--- config.mk ---
export PLATFORM = sky130hd
export DESIGN_NAME = seg_scan_monitor_flat
export DESIGN_NICKNAME = d
export VERILOG_FILES = /design/src/rtl/seg_scan_monitor_if.sv /design/src/rtl/seg_scan_monitor.sv /design/src/flat_wrapper.sv
export SDC_FILE = /design/constraint.sdc
export NUM_CORES = 1
export LEC_CHECK = 0
export ABC_CLOCK_PERIOD_IN_PS = 5790
export CORE_ASPECT_RATIO = 1.1
export CORE_UTILIZATION = 47
export CTS_CLUSTER_SIZE = 12
export DETAILED_ROUTE_END_ITERATION = 8
export PLACE_DENSITY = 0.68
export SETUP_SLACK_MARGIN = 0.3
export SLEW_MARGIN = 0
export SYNTH_ARGS = -nofsm -noshare
export SYNTH_HDL_FRONTEND = slang
export SYNTH_SLANG_ARGS = --single-unit
--- constraint.sdc ---
create_clock -name sys_clk -period 5.79 [get_ports sys_clk]
set_input_delay 0.8685 -clock sys_clk [delete_from_list [all_inputs] [get_ports sys_clk]]
set_output_delay 0.8685 -clock sys_clk [all_outputs]
set_load 0.02 [all_outputs]
--- src/rtl/seg_scan_monitor_if.sv ---
// Traffic display pins plus the monitor's decoded view of them.
// The scan driver owns the pins; the monitor owns the results.
interface seg_scan_monitor_if;
  logic [3:0]  sel;
  logic [7:0]  seg_led;
  logic [5:0]  led;
  logic [15:0] digits;
  logic [6:0]  ew_cnt;
  logic [6:0]  ns_cnt;
  logic        frame_valid;
  logic        frame_changed;
  logic        scan_err;
  logic        light_err;

  modport master (
    output sel, seg_led, led,
    input  digits, ew_cnt, ns_cnt,
    input  frame_valid, frame_changed,
    input  scan_err, light_err
  );

  modport slave (
    input  sel, seg_led, led,
    output digits, ew_cnt, ns_cnt,
    output frame_valid, frame_changed,
    output scan_err, light_err
  );
endinterface

--- src/rtl/seg_scan_monitor.sv ---
// Passive decoder of the multiplexed 4-digit scan and LED pattern.
// Rebuilds settled frames, converts them to counts, flags bad lights.
module seg_scan_monitor #(
  parameter int SETTLE  = 16,
  parameter int TIMEOUT = 50000
) (
  input logic               sys_clk,
  input logic               sys_rst_n,
  seg_scan_monitor_if.slave pins
);

  localparam logic [7:0]  SET_M1 = 8'(SETTLE - 1);
  localparam logic [15:0] TO_M1  = 16'(TIMEOUT - 1);
  localparam logic [5:0]  ALL_RED = 6'b100100;

  logic [3:0]  sel_q;
  logic [6:0]  seg_q;
  logic [5:0]  led_q;
  logic [10:0] key_q;
  logic [7:0]  dwell_q;
  logic [7:0]  dwell_d;
  logic [3:0]  mask_q;
  logic [3:0]  mask_d;
  logic [15:0] slot_q;
  logic [15:0] idle_q;
  logic [15:0] digits_q;
  logic [6:0]  ew_q;
  logic [6:0]  ns_q;
  logic        fv_q;
  logic        fc_q;
  logic        serr_q;
  logic        lerr_q;

  logic        sel_ok;
  logic [1:0]  idx;
  logic        cap;
  logic        publish;
  logic        tmo;
  logic        light_bad;
  logic        unused_dp;

  assign unused_dp = pins.seg_led[7];

  function automatic logic [3:0] dec(
    input logic [6:0] s
  );
    case (s)
      7'h40:   return 4'd0;
      7'h79:   return 4'd1;
      7'h24:   return 4'd2;
      7'h30:   return 4'd3;
      7'h19:   return 4'd4;
      7'h12:   return 4'd5;
      7'h02:   return 4'd6;
      7'h78:   return 4'd7;
      7'h00:   return 4'd8;
      7'h10:   return 4'd9;
      7'h7F:   return 4'hF;
      default: return 4'hE;
    endcase
  endfunction

  // blank tens reads as zero; blank units or bad glyph saturates
  function automatic logic [6:0] to_cnt(
    input logic [3:0] t,
    input logic [3:0] u
  );
    logic [6:0] tv;
    tv = (t == 4'hF) ? 7'd0 : {3'd0, t};
    if (t == 4'hE || u == 4'hE || u == 4'hF)
      return 7'd127;
    return (tv << 3) + (tv << 1) + {3'd0, u};
  endfunction

  function automatic logic onehot3(
    input logic [2:0] v
  );
    return v == 3'b001 || v == 3'b010 || v == 3'b100;
  endfunction

  always_comb begin
    sel_ok = 1'b1;
    idx    = 2'd0;
    case (sel_q)
      4'b1110: idx = 2'd0;
      4'b1101: idx = 2'd1;
      4'b1011: idx = 2'd2;
      4'b0111: idx = 2'd3;
      default: sel_ok = 1'b0;
    endcase
  end

  always_comb begin
    dwell_d = dwell_q;
    if ({sel_q, seg_q} != key_q)
      dwell_d = 8'd0;
    else if (dwell_q != 8'hFF)
      dwell_d = dwell_q + 8'd1;
  end

  assign cap     = sel_ok && (dwell_d == SET_M1);
  assign publish = (mask_q == 4'hF);
  assign tmo     = (idle_q == TO_M1) && !cap;

  always_comb begin
    mask_d = mask_q;
    if (publish || tmo)
      mask_d = 4'h0;
    if (cap)
      mask_d[idx] = 1'b1;
  end

  assign light_bad = !onehot3(led_q[5:3])
                  || !onehot3(led_q[2:0])
                  || (!led_q[5] && !led_q[2]);

  always_ff @(posedge sys_clk or negedge sys_rst_n) begin
    if (!sys_rst_n) begin
      sel_q    <= 4'hF;
      seg_q    <= 7'h7F;
      led_q    <= ALL_RED;
      key_q    <= {4'hF, 7'h7F};
      dwell_q  <= 8'd0;
      mask_q   <= 4'h0;
      slot_q   <= 16'hFFFF;
      idle_q   <= 16'd0;
      digits_q <= 16'hFFFF;
      ew_q     <= 7'd0;
      ns_q     <= 7'd0;
      fv_q     <= 1'b0;
      fc_q     <= 1'b0;
      serr_q   <= 1'b0;
      lerr_q   <= 1'b0;
    end else begin
      sel_q   <= pins.sel;
      seg_q   <= pins.seg_led[6:0];
      led_q   <= pins.led;
      key_q   <= {sel_q, seg_q};
      dwell_q <= dwell_d;
      mask_q  <= mask_d;
      if (cap)
        slot_q[{idx, 2'b00} +: 4] <= dec(seg_q);
      if (cap)
        idle_q <= 16'd0;
      else if (idle_q != TO_M1)
        idle_q <= idle_q + 16'd1;
      fv_q <= publish;
      fc_q <= publish && (slot_q != digits_q);
      if (publish) begin
        digits_q <= slot_q;
        ew_q     <= to_cnt(slot_q[15:12], slot_q[11:8]);
        ns_q     <= to_cnt(slot_q[7:4], slot_q[3:0]);
      end
      if (publish)
        serr_q <= 1'b0;
      else if (tmo)
        serr_q <= 1'b1;
      lerr_q <= light_bad;
    end
  end

  assign pins.digits        = digits_q;
  assign pins.ew_cnt        = ew_q;
  assign pins.ns_cnt        = ns_q;
  assign pins.frame_valid   = fv_q;
  assign pins.frame_changed = fc_q;
  assign pins.scan_err      = serr_q;
  assign pins.light_err     = lerr_q;

endmodule

--- src/flat_wrapper.sv ---
// flat-port wrapper written by rule: the top's interface ports become plain ports
module seg_scan_monitor_flat 
#(
  parameter int SETTLE  = 16,
  parameter int TIMEOUT = 50000
)
  (sys_clk, sys_rst_n, pins_sel, pins_seg_led, pins_led, pins_digits, pins_ew_cnt, pins_ns_cnt, pins_frame_valid, pins_frame_changed, pins_scan_err, pins_light_err);
  seg_scan_monitor_if pins_i ();
  input logic sys_clk;
  input logic sys_rst_n;
  input wire logic [$bits(pins_i.sel)-1:0] pins_sel;
  input wire logic [$bits(pins_i.seg_led)-1:0] pins_seg_led;
  input wire logic [$bits(pins_i.led)-1:0] pins_led;
  output wire logic [$bits(pins_i.digits)-1:0] pins_digits;
  output wire logic [$bits(pins_i.ew_cnt)-1:0] pins_ew_cnt;
  output wire logic [$bits(pins_i.ns_cnt)-1:0] pins_ns_cnt;
  output wire logic [$bits(pins_i.frame_valid)-1:0] pins_frame_valid;
  output wire logic [$bits(pins_i.frame_changed)-1:0] pins_frame_changed;
  output wire logic [$bits(pins_i.scan_err)-1:0] pins_scan_err;
  output wire logic [$bits(pins_i.light_err)-1:0] pins_light_err;
  assign pins_i.sel = pins_sel;
  assign pins_i.seg_led = pins_seg_led;
  assign pins_i.led = pins_led;
  assign pins_digits = pins_i.digits;
  assign pins_ew_cnt = pins_i.ew_cnt;
  assign pins_ns_cnt = pins_i.ns_cnt;
  assign pins_frame_valid = pins_i.frame_valid;
  assign pins_frame_changed = pins_i.frame_changed;
  assign pins_scan_err = pins_i.scan_err;
  assign pins_light_err = pins_i.light_err;
  seg_scan_monitor #(.SETTLE(SETTLE), .TIMEOUT(TIMEOUT)) u_core (.sys_clk(sys_clk), .sys_rst_n(sys_rst_n), .pins(pins_i));
endmodule
# Word level (Yosys, flattened, before mapping)
# Index checks and enable logic that the tools add are counted.
# totals
reg_bits	106
inputBits	20
output_inout_bits	34
word_cells	112
# op_classes
n_addsub	7
n_lt_le_gt_ge	2
eq_ne	35
shifts	2
muxes	25
bitwise_logic	1
n_reduce_logical	25
# op_table
operator	count
$eq A4 B4 Y1 const B	12
$pmux W4 S11	1
$mux W16	2
$eq A7 B7 Y1 const B	4
$mux W7	4
$eq A7 B5 Y1 const B	3
$mux W4	5
$add A16 B1 Y16 const B	1
$bwmux W16	1
$eq A16 B16 Y1 const B	1
$mux W8	2
$ne A16 B16 Y1	1
$ne A16 B16 Y1 const B	1
$shift A4 B6 Y16 const A	1
$shiftx A4 B6 Y16	1
$add A7 B4 Y7	2
$add A7 B7 Y7	2
$eq A7 B6 Y1 const B	2
$logic_or A1 B1 Y1	11
$ne A11 B11 Y1	1
$add A8 B1 Y8 const B	1
$eq A8 B4 Y1 const B	1
$mux W1	8
$ne A8 B8 Y1 const B	1
16 further kinds	28

# Logic depth before layout (Yosys ltp)
# logic_depth
ltp_word	11
mapped_depth	12
mapped_depth_nobuf	11

# Worst setup path before layout
# Ideal clock, no wire load.
# synth_timing
kind	reg-to-reg
startpoint	reg u_core.slot_q[7]
endpoint	reg u_core.ns_q[6], in the netlist u_core.pins.ns_cnt[6]
setup_time_ps	77
arrival_time_ps	2510
required_time_ps	5713
path_slack_ps	3203
stages_incl_launch_ff	12
n_path_buf	1
period_less_slack_ps	2587
cell_sequence	dfstp_2 clkbuf_1 nand4_1 and2_1 fa_1 inv_1 fa_1 inv_1 a21o_1 a21oi_1 xor2_1 a21oi_1
# synth_between
elab_chain_len	6
word_cells_on_any_way	10
classes_between	add/sub (2); eq/ne (2); mux (4); reduce/logical (2)
# synth_lines
item	line	source
from (decl)	seg_scan_monitor.sv:24	logic [15:0] slot_q;
from (signal, indexed assignment)	seg_scan_monitor.sv:142	slot_q[{idx, 2'b00} +: 4] <= dec(seg_q);
parallel branches: the longest is 5 deep, another holds $add A7 B7 Y7	-	
$mux W7 (*)	seg_scan_monitor.sv:72	return (tv << 3) + (tv << 1) + {3'd0, u};
to (signal assigned)	seg_scan_monitor.sv:152	ns_q <= to_cnt(slot_q[7:4], slot_q[3:0]);
to (decl)	seg_scan_monitor.sv:28	logic [6:0] ns_q;
# Every way passes the cells marked *. The select of a mux whose other input is x is not followed.
# A chain may end at the register's enable or synchronous reset.

# Final worst setup path
# layout_timing
startpoint	reg u_core.seg_q[5]
endpoint	reg u_core.mask_q[2]
# layout_between
elab_chain_len	10
# layout_lines
item	line	source
from (decl)	seg_scan_monitor.sv:17	logic [6:0] seg_q;
from (signal assigned)	seg_scan_monitor.sv:136	seg_q <= pins.seg_led[6:0];
$ne A11 B11 Y1 (*)	seg_scan_monitor.sv:95	if ({sel_q, seg_q} != key_q)
$mux W8 (*)	seg_scan_monitor.sv:95	
$eq A8 B4 Y1 (*)	seg_scan_monitor.sv:101	assign cap = sel_ok && (dwell_d == SET_M1);
$logic_and A1 B1 Y1 (*)	seg_scan_monitor.sv:101	
$logic_not A1 Y1	seg_scan_monitor.sv:103	assign tmo = (idle_q == TO_M1) && !cap;
$logic_and A1 B1 Y1	seg_scan_monitor.sv:103	
$logic_or A1 B1 Y1	seg_scan_monitor.sv:107	if (publish || tmo)
$mux W4	seg_scan_monitor.sv:107	
$or A4 B4 Y4 (no source line)	-	
$mux W4 (*)	seg_scan_monitor.sv:109	if (cap)
via u_core.mask_d[2]	seg_scan_monitor.sv:23	logic [3:0] mask_d;
to (signal assigned)	seg_scan_monitor.sv:140	mask_q <= mask_d;
to (decl)	seg_scan_monitor.sv:22	logic [3:0] mask_q;
# Mark *: on every way through the listed nets, which the timed path passes. The rest lies on a longest branch.

==> results.json <==
{
  "drtAntennaViolNets": 0,
  "hold_path.class": "register to register",
  "p_int_mw": 1.17,
  "rows": 41,
  "cp_max_fo": 22,
  "cts_hold_buf": 0,
  "ir_worst_vdd_uv": 134,
  "p_leak_nw": 2.63,
  "timing.rr.end": "u_core.mask_q[2]$_DFF_PN0_",
  "clockBufferDepth": 2,
  "fin_tns_setup_ns": 0,
  "rrSetupSlack_ns": 2.63,
  "p_comb_frac": 0.040,
  "p_seq_frac": 0.520,
  "power.density_nw_per_um2": 229,
  "vias": 4090,
  "grt_pass1_wl_um": 18800,
  "dr.pass1.iters": 5,
  "layout_common_cells": "56 x dfstp_2, 51 x clkdlybuf4s50_1, 50 x dfrtp_1",
  "drv_slew": 0,
  "core_um2": 11500,
  "synth_flop_cell": "dfstp_2",
  "cts_root_buffer": "clkbuf_16",
  "switching_power_mw": 0.324,
  "ios": 54,
  "synth_area_um2": 5580,
  "ctsHtreeMaxLevel": 3,
  "cp_slowest_cell": "nor4_1",
  "dieHeight_um": 116,
  "fmax_mhz": 317,
  "crit_start": "u_core.seg_q[5]$_DFF_PN1_",
  "whs_path_depth": 0,
  "pre_cts_ws_ns": 2.59,
  "antenna_found_initial": 0,
  "final_common_cell": "dfstp_2",
  "grt_usage": 0.190,
  "post-place-cells": 713,
  "die-area_um2": 12300,
  "ys_types": 61,
  "final_min_period_over_clock_period": 0.545,
  "wl_per_cell_um": 15.1,
  "worstSetupPathDepth": 5,
  "drive_gt1_frac": 0.147,
  "start_util": 0.485,
  "die_x_um": 106,
  "p_sw_frac": 0.218,
  "period_minus_slack_ns": 3.16,
  "syn_inst": 532,
  "r2r-start": "u_core.seg_q[5]$_DFF_PN1_",
  "synth.yosys.seq_area_share": 0.488,
  "dpl.hpwl_um": 7890,
  "overflow": 0,
  "clockPowerShare": 0.440,
  "synth_seq_cells": 106,
  "path_clk_slew_ns": 0.07,
  "rr_worst_depth": 5,
  "status": "finished clean",
  "crit_chain": "xor2_1 > nor4_1 > nand3_1 > nor4_1 > a311o_1",
  "n_antenna_cell": 0,
  "fillers": 1004,
  "grt_max_degree": 68,
  "cts_buffers": 9,
  "cp-start-kind": "register",
  "synthArstFlopShare": 1.00,
  "postCtsSetupBuffers": 0,
  "cp_slowest_stage_delay_ns": 0.96,
  "port-buffer-count": 52,
  "crit_top_cell": "nor4_1",
  "relSlewSlack": 0.342,
  "nets": 620,
  "fin_total_pwr_mw": 1.49,
  "endpoint_kind": "register",
  "routed_wl_um": 11000,
  "crit_required_ns": 6.07,
  "critical_path_class": "register to register",
  "rsz0062_at_grt": "no",
  "crit_family": "simple AND/OR/NAND/NOR gates",
  "cp.arrival_ns": 3.43,
  "clk_latency_ns": 0.34,
  "min_from": "u_core.sel_q[2]$_DFF_PN1_",
  "drc": 0,
  "critPathBufInv": 0,
  "cts_resized": 0,
  "setup_ws_ns": 2.63,
  "synth_fp_nets": 578,
  "finalHoldViolations": 0,
  "gp_congestion": 0.798,
  "first_iter_violations": 172,
  "setup_viol": 0,
  "yosysWarnings": 0,
  "maxCapViolCount": 0,
  "grt_pass1_vias": 3947,
  "avgSynthCellArea_um2": 10.5,
  "cts_tree": "yes",
  "cts.sinks": 106,
  "min_to": "u_core.key_q[9]$_DFF_PN1_",
  "finalNonFillerCells": 729,
  "synth_edf_count": 0,
  "tightest_slew_ns": 0.984,
  "viasPerCell": 5.61,
  "areaGrowthSynthToFinish_pct": 16.9,
  "fin_skew_ns": 0.00883
}
cells by family after synthesis:
family / count (synthesis) / synth area share
flops: 106 / 0.488
simple gates: 185 / 0.182
buf+inv: 51 / 0.0373
xor+xnor: 55 / 0.0864
mux: 16 / 0.0287
compound gates: 93 / 0.113
fa+ha+maj: 26 / 0.0637
worst register-to-register path, cell delays in order, from the launching register on:
cell and delay (ns):
dfstp_2 0.71, xor2_1 0.11, nor4_1 0.29, nand3_1 0.74, nor4_1 0.97, a311o_1 0.28
power by group through the flow:
stage	registers (mW)	logic, mW	clock network (mW)
after CTS	0.775	0.0615	0.671
after detailed placement	0.787	0.0611	0
final	0.775	0.0598	0.656
after global placement	0.786	0.0598	0
after global routing	0.776	0.0686	0.698
after floorplan	0.779	0.0329	0
Yosys cell counts (5+ instances only):
| library cell | instances | area [um2] |
|---|---|---|
| ha_1 | 22 | 275 |
| mux2i_1 | 16 | 160 |
| a21oi_1 | 18 | 90.1 |
| dfrtp_1 | 50 | 1250 |
| clkbuf_1 | 13 | 48.8 |
| nor2_1 | 42 | 158 |
| and3_1 | 8 | 50.1 |
| a31oi_1 | 10 | 62.6 |
| buf_2 | 7 | 35.0 |
| dfstp_2 | 56 | 1470 |
| nand3_1 | 19 | 95.1 |
| nor3_1 | 6 | 30.0 |
| o21ai_0 | 20 | 100 |
| o2111ai_1 | 6 | 52.6 |
| nor4_1 | 6 | 37.5 |
| xor2_1 | 32 | 280 |
| nand2_1 | 45 | 169 |
| a21o_1 | 5 | 37.5 |
| and2_1 | 9 | 56.3 |
| xnor2_1 | 23 | 201 |
| nand4_1 | 16 | 100 |
| o41ai_1 | 5 | 43.8 |
| inv_1 | 26 | 97.6 |
cell type report:
cell class              instances  area, um2  area share
repair buffers                 55        541      0.0829
well taps                     150        188      0.0288
clock buffers                  10        229      0.0351
inverters                      27        101      0.0156
flip-flops and latches        106       2720       0.418
clock inverters                 6       90.1      0.0138
multi-input cells             375       2650       0.406
worst max-delay path by stage:
| stage | endpoint |
|---|---|
| after floorplan | u_core.pins.ns_cnt[6]$_DFFE_PN0P_ |
| after global placement | u_core.mask_q[0]$_DFF_PN0_ |
| after detailed placement | u_core.mask_q[0]$_DFF_PN0_ |
| after CTS | u_core.mask_q[0]$_DFF_PN0_ |
| after global routing | u_core.mask_q[2]$_DFF_PN0_ |
| final | u_core.mask_q[2]$_DFF_PN0_ |
layer usage:
layer | track usage | wire length (um)
met1 | 0.250 | 5120
met2 | 0.330 | 5460
met3 | 0.0285 | 316
met4 | 0.0546 | 123
met5 | 0 | 0
flip-flops by register name (all words and copies together), names as in the netlist, 6 cells and up:
register            cells
u_core.dwell_q          8
u_core.idle_q          16
u_core.key_q           11
u_core.led_q            6
u_core.pins.digits     16
u_core.pins.ew_cnt      7
u_core.pins.ns_cnt      7
u_core.seg_q            7
u_core.slot_q          16
metrics by stage:
stage          utilization  instance area, um2  hold WS (ns)
2_1_floorplan            -                5580         0.352
3_3_place_gp         0.539                6200         0.391
3_5_place_dp         0.539                6200         0.398
4_1_cts              0.567                6520         0.408
5_1_grt              0.567                6520         0.414
6_report             0.567                6520         0.407
(Power assumes the default switching activity.)
